`src/rtl/sysarr_load_sequencer_if.sv`:
```
`timescale 1ns/1ps
// ----------------------------------------------------------------------------
// sysarr_load_sequencer_if
// Bundles every non-clock/reset signal of the systolic-array load sequencer.
//   Request side : gemm_req_valid, gemm_req_new_weights -> gemm_req_ready
//   Row stream   : row_valid, row_data                  -> row_ready
//   PS stream    : ps_valid, ps_data                    -> ps_ready
//   Control unit : fifo_has_space                       -> input_en, weight_en,
//                  row_in_en, in_row_out, partial_en, row_ps_en, ps_row_out
//   Status       : busy
// Modports: master = upstream/control-unit side, slave = the sequencer.
// ----------------------------------------------------------------------------
interface sysarr_load_sequencer_if #(
    parameter int N  = 4,
    parameter int DW = 16
);
    localparam int CW = (N > 1) ? $clog2(N) : 1;

    logic            gemm_req_valid;
    logic            gemm_req_new_weights;
    logic            gemm_req_ready;
    logic            row_valid;
    logic [N*DW-1:0] row_data;
    logic            row_ready;
    logic            ps_valid;
    logic [N*DW-1:0] ps_data;
    logic            ps_ready;
    logic            fifo_has_space;
    logic            input_en;
    logic            weight_en;
    logic [CW-1:0]   row_in_en;
    logic [N*DW-1:0] in_row_out;
    logic            partial_en;
    logic [CW-1:0]   row_ps_en;
    logic [N*DW-1:0] ps_row_out;
    logic            busy;

    modport master (
        output gemm_req_valid, gemm_req_new_weights, row_valid, row_data,
               ps_valid, ps_data, fifo_has_space,
        input  gemm_req_ready, row_ready, ps_ready, input_en, weight_en,
               row_in_en, in_row_out, partial_en, row_ps_en, ps_row_out, busy
    );

    modport slave (
        input  gemm_req_valid, gemm_req_new_weights, row_valid, row_data,
               ps_valid, ps_data, fifo_has_space,
        output gemm_req_ready, row_ready, ps_ready, input_en, weight_en,
               row_in_en, in_row_out, partial_en, row_ps_en, ps_row_out, busy
    );
endinterface

```
`src/rtl/sysarr_load_sequencer.sv`:
```
`timescale 1ns/1ps
// ----------------------------------------------------------------------------
// sysarr_load_sequencer
// Feeds the systolic-array control unit. Accepts GEMM requests, then streams
// N weight rows (optional) and N input rows, gated at GEMM start on the
// control unit's fifo_has_space. Partial-sum rows are accepted concurrently
// for GEMMs whose inputs are loaded (at most MAX_PEND outstanding).
// All strobes, indices and row data are registered: one cycle after the
// accepting handshake.
// Ports:
//   clk  - clock
//   RST  - synchronous reset, active-high
//   bus  - sysarr_load_sequencer_if.slave (request, two row streams,
//          control-unit strobes, busy)
// ----------------------------------------------------------------------------
module sysarr_load_sequencer #(
    parameter int N        = 4,
    parameter int DW       = 16,
    parameter int MAX_PEND = 2
) (
    input  logic                   clk,
    input  logic                   RST,
    sysarr_load_sequencer_if.slave bus
);
    localparam int CW = (N > 1) ? $clog2(N) : 1;
    localparam int PW = $clog2(MAX_PEND + 1);

    typedef enum logic [1:0] {
        IDLE,
        WAIT_SPACE,
        LOAD_W,
        LOAD_IN
    } state_t;

    state_t          r_state;
    logic            r_new_weights;
    logic [CW-1:0]   r_row_cnt;
    logic [CW-1:0]   r_ps_cnt;
    logic [PW-1:0]   r_ps_pending;
    logic            r_input_en;
    logic            r_weight_en;
    logic [CW-1:0]   r_row_in_en;
    logic [N*DW-1:0] r_in_row_out;
    logic            r_partial_en;
    logic [CW-1:0]   r_row_ps_en;
    logic [N*DW-1:0] r_ps_row_out;

    logic w_req_ready;
    logic w_row_ready;
    logic w_ps_ready;
    logic w_req_fire;
    logic w_row_fire;
    logic w_ps_fire;
    logic w_row_last;
    logic w_ps_last;
    logic w_pend_inc;
    logic w_pend_dec;

    // Ready signals are pure decodes of registered state, so they never
    // depend combinationally on the upstream valids.
    assign w_req_ready = (r_state == IDLE) && (r_ps_pending < PW'(MAX_PEND));
    assign w_row_ready = (r_state == LOAD_W) || (r_state == LOAD_IN);
    assign w_ps_ready  = (r_ps_pending != '0);

    assign w_req_fire  = bus.gemm_req_valid && w_req_ready;
    assign w_row_fire  = bus.row_valid && w_row_ready;
    assign w_ps_fire   = bus.ps_valid && w_ps_ready;
    assign w_row_last  = (r_row_cnt == CW'(N - 1));
    assign w_ps_last   = (r_ps_cnt == CW'(N - 1));

    // A GEMM becomes pending when its last input row lands, and retires when
    // its last partial-sum row lands; both may happen in the same cycle.
    assign w_pend_inc  = w_row_fire && w_row_last && (r_state == LOAD_IN);
    assign w_pend_dec  = w_ps_fire && w_ps_last;

    // NOTE: sequential state uses non-blocking assignments so every register
    // samples the pre-edge values, regardless of statement order.
    always_ff @(posedge clk) begin
        if (RST) begin
            r_state       <= IDLE;
            r_new_weights <= 1'b0;
            r_row_cnt     <= '0;
            r_ps_cnt      <= '0;
            r_ps_pending  <= '0;
            r_input_en    <= 1'b0;
            r_weight_en   <= 1'b0;
            r_row_in_en   <= '0;
            r_in_row_out  <= '0;
            r_partial_en  <= 1'b0;
            r_row_ps_en   <= '0;
            r_ps_row_out  <= '0;
        end else begin
            // Strobes pulse for one cycle; index/data hold between handshakes.
            r_input_en   <= w_row_fire && (r_state == LOAD_IN);
            r_weight_en  <= w_row_fire && (r_state == LOAD_W);
            r_partial_en <= w_ps_fire;

            if (w_row_fire) begin
                r_row_in_en  <= r_row_cnt;
                r_in_row_out <= bus.row_data;
                r_row_cnt    <= w_row_last ? '0 : r_row_cnt + 1'b1;
            end

            if (w_ps_fire) begin
                r_row_ps_en  <= r_ps_cnt;
                r_ps_row_out <= bus.ps_data;
                r_ps_cnt     <= w_ps_last ? '0 : r_ps_cnt + 1'b1;
            end

            case ({w_pend_inc, w_pend_dec})
                2'b10:   r_ps_pending <= r_ps_pending + 1'b1;
                2'b01:   r_ps_pending <= r_ps_pending - 1'b1;
                default: r_ps_pending <= r_ps_pending;
            endcase

            case (r_state)
                IDLE: begin
                    if (w_req_fire) begin
                        r_new_weights <= bus.gemm_req_new_weights;
                        r_state       <= WAIT_SPACE;
                    end
                end
                WAIT_SPACE: begin
                    // fifo_has_space only matters here; once loading starts
                    // the GEMM runs to completion.
                    if (bus.fifo_has_space) begin
                        r_state <= r_new_weights ? LOAD_W : LOAD_IN;
                    end
                end
                LOAD_W: begin
                    if (w_row_fire && w_row_last) begin
                        r_state <= LOAD_IN;
                    end
                end
                LOAD_IN: begin
                    if (w_row_fire && w_row_last) begin
                        r_state <= IDLE;
                    end
                end
                default: r_state <= IDLE;
            endcase
        end
    end

    assign bus.gemm_req_ready = w_req_ready;
    assign bus.row_ready      = w_row_ready;
    assign bus.ps_ready       = w_ps_ready;
    assign bus.input_en       = r_input_en;
    assign bus.weight_en      = r_weight_en;
    assign bus.row_in_en      = r_row_in_en;
    assign bus.in_row_out     = r_in_row_out;
    assign bus.partial_en     = r_partial_en;
    assign bus.row_ps_en      = r_row_ps_en;
    assign bus.ps_row_out     = r_ps_row_out;
    assign bus.busy           = (r_state != IDLE) || (r_ps_pending != '0);

endmodule

```
`src/flat_wrapper.sv`:
```
// flat-port wrapper written by rule: the top's interface ports become plain ports
module sysarr_load_sequencer_flat 
#(
    parameter int N        = 4,
    parameter int DW       = 16,
    parameter int MAX_PEND = 2
)
  (clk, RST, bus_gemm_req_valid, bus_gemm_req_new_weights, bus_row_valid, bus_row_data, bus_ps_valid, bus_ps_data, bus_fifo_has_space, bus_gemm_req_ready, bus_row_ready, bus_ps_ready, bus_input_en, bus_weight_en, bus_row_in_en, bus_in_row_out, bus_partial_en, bus_row_ps_en, bus_ps_row_out, bus_busy);
  sysarr_load_sequencer_if #(.N(N), .DW(DW)) bus_i ();
  input  logic clk;
  input  logic RST;
  input wire logic [$bits(bus_i.gemm_req_valid)-1:0] bus_gemm_req_valid;
  input wire logic [$bits(bus_i.gemm_req_new_weights)-1:0] bus_gemm_req_new_weights;
  input wire logic [$bits(bus_i.row_valid)-1:0] bus_row_valid;
  input wire logic [$bits(bus_i.row_data)-1:0] bus_row_data;
  input wire logic [$bits(bus_i.ps_valid)-1:0] bus_ps_valid;
  input wire logic [$bits(bus_i.ps_data)-1:0] bus_ps_data;
  input wire logic [$bits(bus_i.fifo_has_space)-1:0] bus_fifo_has_space;
  output wire logic [$bits(bus_i.gemm_req_ready)-1:0] bus_gemm_req_ready;
  output wire logic [$bits(bus_i.row_ready)-1:0] bus_row_ready;
  output wire logic [$bits(bus_i.ps_ready)-1:0] bus_ps_ready;
  output wire logic [$bits(bus_i.input_en)-1:0] bus_input_en;
  output wire logic [$bits(bus_i.weight_en)-1:0] bus_weight_en;
  output wire logic [$bits(bus_i.row_in_en)-1:0] bus_row_in_en;
  output wire logic [$bits(bus_i.in_row_out)-1:0] bus_in_row_out;
  output wire logic [$bits(bus_i.partial_en)-1:0] bus_partial_en;
  output wire logic [$bits(bus_i.row_ps_en)-1:0] bus_row_ps_en;
  output wire logic [$bits(bus_i.ps_row_out)-1:0] bus_ps_row_out;
  output wire logic [$bits(bus_i.busy)-1:0] bus_busy;
  assign bus_i.gemm_req_valid = bus_gemm_req_valid;
  assign bus_i.gemm_req_new_weights = bus_gemm_req_new_weights;
  assign bus_i.row_valid = bus_row_valid;
  assign bus_i.row_data = bus_row_data;
  assign bus_i.ps_valid = bus_ps_valid;
  assign bus_i.ps_data = bus_ps_data;
  assign bus_i.fifo_has_space = bus_fifo_has_space;
  assign bus_gemm_req_ready = bus_i.gemm_req_ready;
  assign bus_row_ready = bus_i.row_ready;
  assign bus_ps_ready = bus_i.ps_ready;
  assign bus_input_en = bus_i.input_en;
  assign bus_weight_en = bus_i.weight_en;
  assign bus_row_in_en = bus_i.row_in_en;
  assign bus_in_row_out = bus_i.in_row_out;
  assign bus_partial_en = bus_i.partial_en;
  assign bus_row_ps_en = bus_i.row_ps_en;
  assign bus_ps_row_out = bus_i.ps_row_out;
  assign bus_busy = bus_i.busy;
  sysarr_load_sequencer #(.N(N), .DW(DW), .MAX_PEND(MAX_PEND)) u_core (.clk(clk), .RST(RST), .bus(bus_i));
endmodule
```
`config.mk`:
```
export PLATFORM = sky130hd
export DESIGN_NAME = sysarr_load_sequencer_flat
export DESIGN_NICKNAME = d
export VERILOG_FILES = /design/src/rtl/sysarr_load_sequencer_if.sv /design/src/rtl/sysarr_load_sequencer.sv /design/src/flat_wrapper.sv
export SDC_FILE = /design/constraint.sdc
export NUM_CORES = 1
export LEC_CHECK = 0
export ABC_AREA = 1
export CAP_MARGIN = 20
export CORE_MARGIN = 8
export CORE_UTILIZATION = 42
export DETAILED_ROUTE_END_ITERATION = 12
export PLACE_DENSITY = 0.85
export SYNTH_ARGS = -nofsm -noshare
export SYNTH_HDL_FRONTEND = slang
export SYNTH_SLANG_ARGS = --single-unit
```
`constraint.sdc`:
```
create_clock -name clk -period 4.8 [get_ports clk]
set_input_delay 1.2 -clock clk [delete_from_list [all_inputs] [get_ports clk]]
set_output_delay 1.2 -clock clk [all_outputs]
set_load 0.05 [all_outputs]
```
==> impl_results.md <==
* Status: finished, final reports clean
* Source-to-sink clock delay at the later pin of the worst-skew pair at about 0.41 ns
* Power, Total at 3.91 mW
* Final count of pins violating max slew at 0
* Top cell family by delay on the critical path: buffers and inverters
* Complex-gate fraction of the synthesized area at ~14%
* Overflow left after global routing at 0
* Synth Net Count at between 700 and 800
* Most frequent cells after synthesis: sky130_fd_sc_hd__nor2_1, sky130_fd_sc_hd__dfxtp_1, sky130_fd_sc_hd__o21ai_0
* Tightest hold margin at roughly 0.46 ns
* Combined buffer and inverter count along the critical path at 3
* Net Sw Frac at 36.3%
* First-pass GRT wire length at about 26000 um
* Routed vias at slightly above 5000
* Die Y at 127 um
* Adder-Cell Fraction of Synth Area at 1.93%
* Cell count after placement at roughly 1000
* Post-route fraction of the period consumed by the critical path at 69.8%
* Final Non-Filler Cells at 1065
* Area enclosed by the die boundary at 16100 um2
* Number of synthesis warnings at 0
* Via density per instance at just under 5
* Library cell with the largest summed area after synthesis: sky130_fd_sc_hd__dfxtp_1
* Width of the die at between 100 and 150 um
* Sequential area share after synthesis at about 56%
* Post-synthesis instance total at 656
* Flop pwr share at a little under two fifths
* Cells resized by post-CTS repair at 0
* Count of unique library cells instantiated by Yosys at 20
* Portion of netlist area occupied by mux cells at 0%
* Critical-path maximum fanout at 5
* Wire length after detailed routing at 16800 um
* Setup Skew at around 0.0064 ns
* Iteration-0 DRC Markers at between 300 and 400
* Hold Vio Cnt, Final at 0
* Endpoint type of the worst setup path: output pin
* Largest family of logic cells by synthesized area: simple AND/OR/NAND/NOR gates
* Area of the mapped netlist at between 5000 and 6000 um2
* Number of sinks driven by the clock tree at around 140
* Count leader, synth: sky130_fd_sc_hd__nor2_1
* Row cnt at 40
* Most used cell along the critical path: sky130_fd_sc_hd__inv_1
* Standard cell with the maximum stage delay on the critical path: sky130_fd_sc_hd__clkdlybuf4s50_1
* Reported net switching power at 1.42 mW
* Final setup fails at 0
* Tmin final at 3.35 ns
* Clock tree from TritonCTS: done
* Part of the total power dissipated in combinational logic at 34.6%
* Maximum number of pins on one net before global-route repair at between 70 and 80
* Placer congestion estimate at around 0.76
* Clock Root Buffer: sky130_fd_sc_hd__clkbuf_16
* Highest cell delay on the worst timing path at around 0.81 ns
* # diodes at 0
* Simple logic cell fraction of the synthesized area at around 22%
* Initial antenna violation count at 0
* Avg Synthesized Cell Area at between 7 and 8 um2
* Number of port buffers at 273
* Length of the first detailed-routing pass in iterations at 5
* Number of post-CTS setup repair buffers at 0
* Number of H-tree branching levels at 4
* Fmax at ~300 MHz
* Parity-gate share of the synthesized area counting xor and xnor cells at less than 1%
* Leading post-synthesis cells by cell area: sky130_fd_sc_hd__dfxtp_1, sky130_fd_sc_hd__nor2_1, sky130_fd_sc_hd__o21ai_0
* Worst-case clock buffer depth at 2
* Ordered list of cells on the worst path: inv_1, ha_1, inv_1, nor2_1, nand2_1, clkdlybuf4s50_1
* Core utilization of the finished layout at about 70%
* Cts-stage hold buffer count at 0
* DRC violations left at 0
* Clock-pin slew of the registers on the worst-case setup and hold paths at approximately 0.050 ns
* Ratio of total power to cell area at between 400 and 500 nW/um2
* Core Footprint at around 12000 um2
* Ys flop type: sky130_fd_sc_hd__dfxtp_1
* Post-synthesis async set-or-reset flop share at 0%
* Max Cap Viol at 0
* Via count of the first global-routing pass at just under 5000
* GRT Total Usage at a little over 20%
* Worst hold path type: flop to flop
* Clock network fraction of design power at 28.7%
* Least-Margin Pin Slew at between 0.9 and 1 ns
* Fraction of final layout cells sized beyond drive strength 1 at under 10%
* Number of nets in the layout at approximately 1100
* Boundary Pins at roughly 270
* Setup repair after global routing missed its margin: no
* Total CTS buffers at 17
* Largest vdd supply drop at ~0.25 mV
* Worst slew slack as a fraction of its limit at 35.1%
* Starting density of the core at between 40% and 50%
* Leakage power total at ~3.1 nW
* Wire length per cell at about 16 um
* Post-DP HPWL at about 12000 um
* Critical path arrival at roughly 2.2 ns
* Setup TNS Final at 0 ns
* CP Launch Type: flop
* Area Growth Syn to Fin at 62.0%
* Area share of the largest cell type after synthesis at between 50 and 60%
* Internal power consumption at approximately 2.5 mW
* Count of nets left with antenna violations after detail routing at 0
* Number of enable flip-flop cells after synthesis at 0
* Number of storage elements in the synthesis netlist at 144
* Worst EP required at roughly 3.6 ns
* Worst Setup Path Type: flop to output pin
-- kinds of logic after synthesis --
kind of cell	after synthesis
AOI/OAI and AO/OA	146
xor gates and xnor gates	2
adders and majority gates	8
buffers and inverters	62
DFF	144
and+or+nand+nor	294
-- area by class of cell --
type                    count  area, um2
clock buffers              22        454
multi-input cells         450       2000
well taps                 147        184
inverters                  18       67.6
clock inverters             8       42.5
flip-flops and latches    144       2880
repair buffers            276       2770
fillers                   976       3620
-- per-stage QoR --
| stage | instance area (um2) | setup slack (ns) |
|---|---|---|
| after floorplan | 5180 | 1.71 |
| after global placement | 7900 | 1.46 |
| after detailed placement | 7900 | 1.42 |
| after CTS | 8400 | 1.42 |
| after global routing | 8400 | 1.36 |
| final | 8400 | 1.45 |
-- flip-flops by register name (all words and copies together) (netlist names), 2 cells and up --
register	cells
u_core.bus.in_row_out	64
u_core.bus.ps_row_out	64
u_core.bus.row_in_en	2
u_core.bus.row_ps_en	2
u_core.r_ps_cnt	2
u_core.r_ps_pending	2
u_core.r_row_cnt	2
u_core.r_state	2
-- worst paths after layout --
check | end | slack, ns | startpoint | cells past startpoint
max | bus_busy | 1.45 | u_core.r_state[0] | 6
min | u_core.r_new_weights | 0.46 | u_core.r_new_weights | 2
max reg2reg | u_core.bus.in_row_out[20] | 2.44 | u_core.r_state[0] | 9
min reg2reg | u_core.r_new_weights | 0.46 | u_core.r_new_weights | 2
-- cell usage in the layout, fill, tap and decap left out, drive strengths merged --
cell type,n
a21oi,8
and3,1
buf,3
clkbuf,22
clkdlybuf4s50,273
clkinv,7
clkinvlp,1
dfxtp,144
ha,8
inv,18
nand2,15
nand3,5
nor2,270
nor3,3
o21ai,137
o21bai,1
xor2,2
-- power by group through the flow --
| stage | Sequential, mW | Clock, mW | Combinational, mW |
|---|---|---|---|
| global placement | 1.45 | 0 | 1.35 |
| floorplan | 1.95 | 0 | 0.380 |
| finish | 1.44 | 1.12 | 1.35 |
| CTS | 1.44 | 1.14 | 1.37 |
| detailed placement | 1.46 | 0 | 1.36 |
| global route | 1.45 | 1.19 | 1.45 |
-- metal layers --
| layer | track usage [%] | wire, um | up-vias |
|---|---|---|---|
| met5 | 0 | 0 | - |
| met4 | 8.26 | 302 | 0 |
| met3 | 10.7 | 2040 | 23 |
| met2 | 32.8 | 7670 | 227 |
| met1 | 21.6 | 6800 | 2320 |
| li1 | - | - | 2589 |
-- worst min-delay path: stages (launching register included) --
cell                      delay [ns]
sky130_fd_sc_hd__dfxtp_1        0.30
sky130_fd_sc_hd__inv_1          0.06
sky130_fd_sc_hd__a21oi_1        0.06
(Power assumes the default switching activity.)
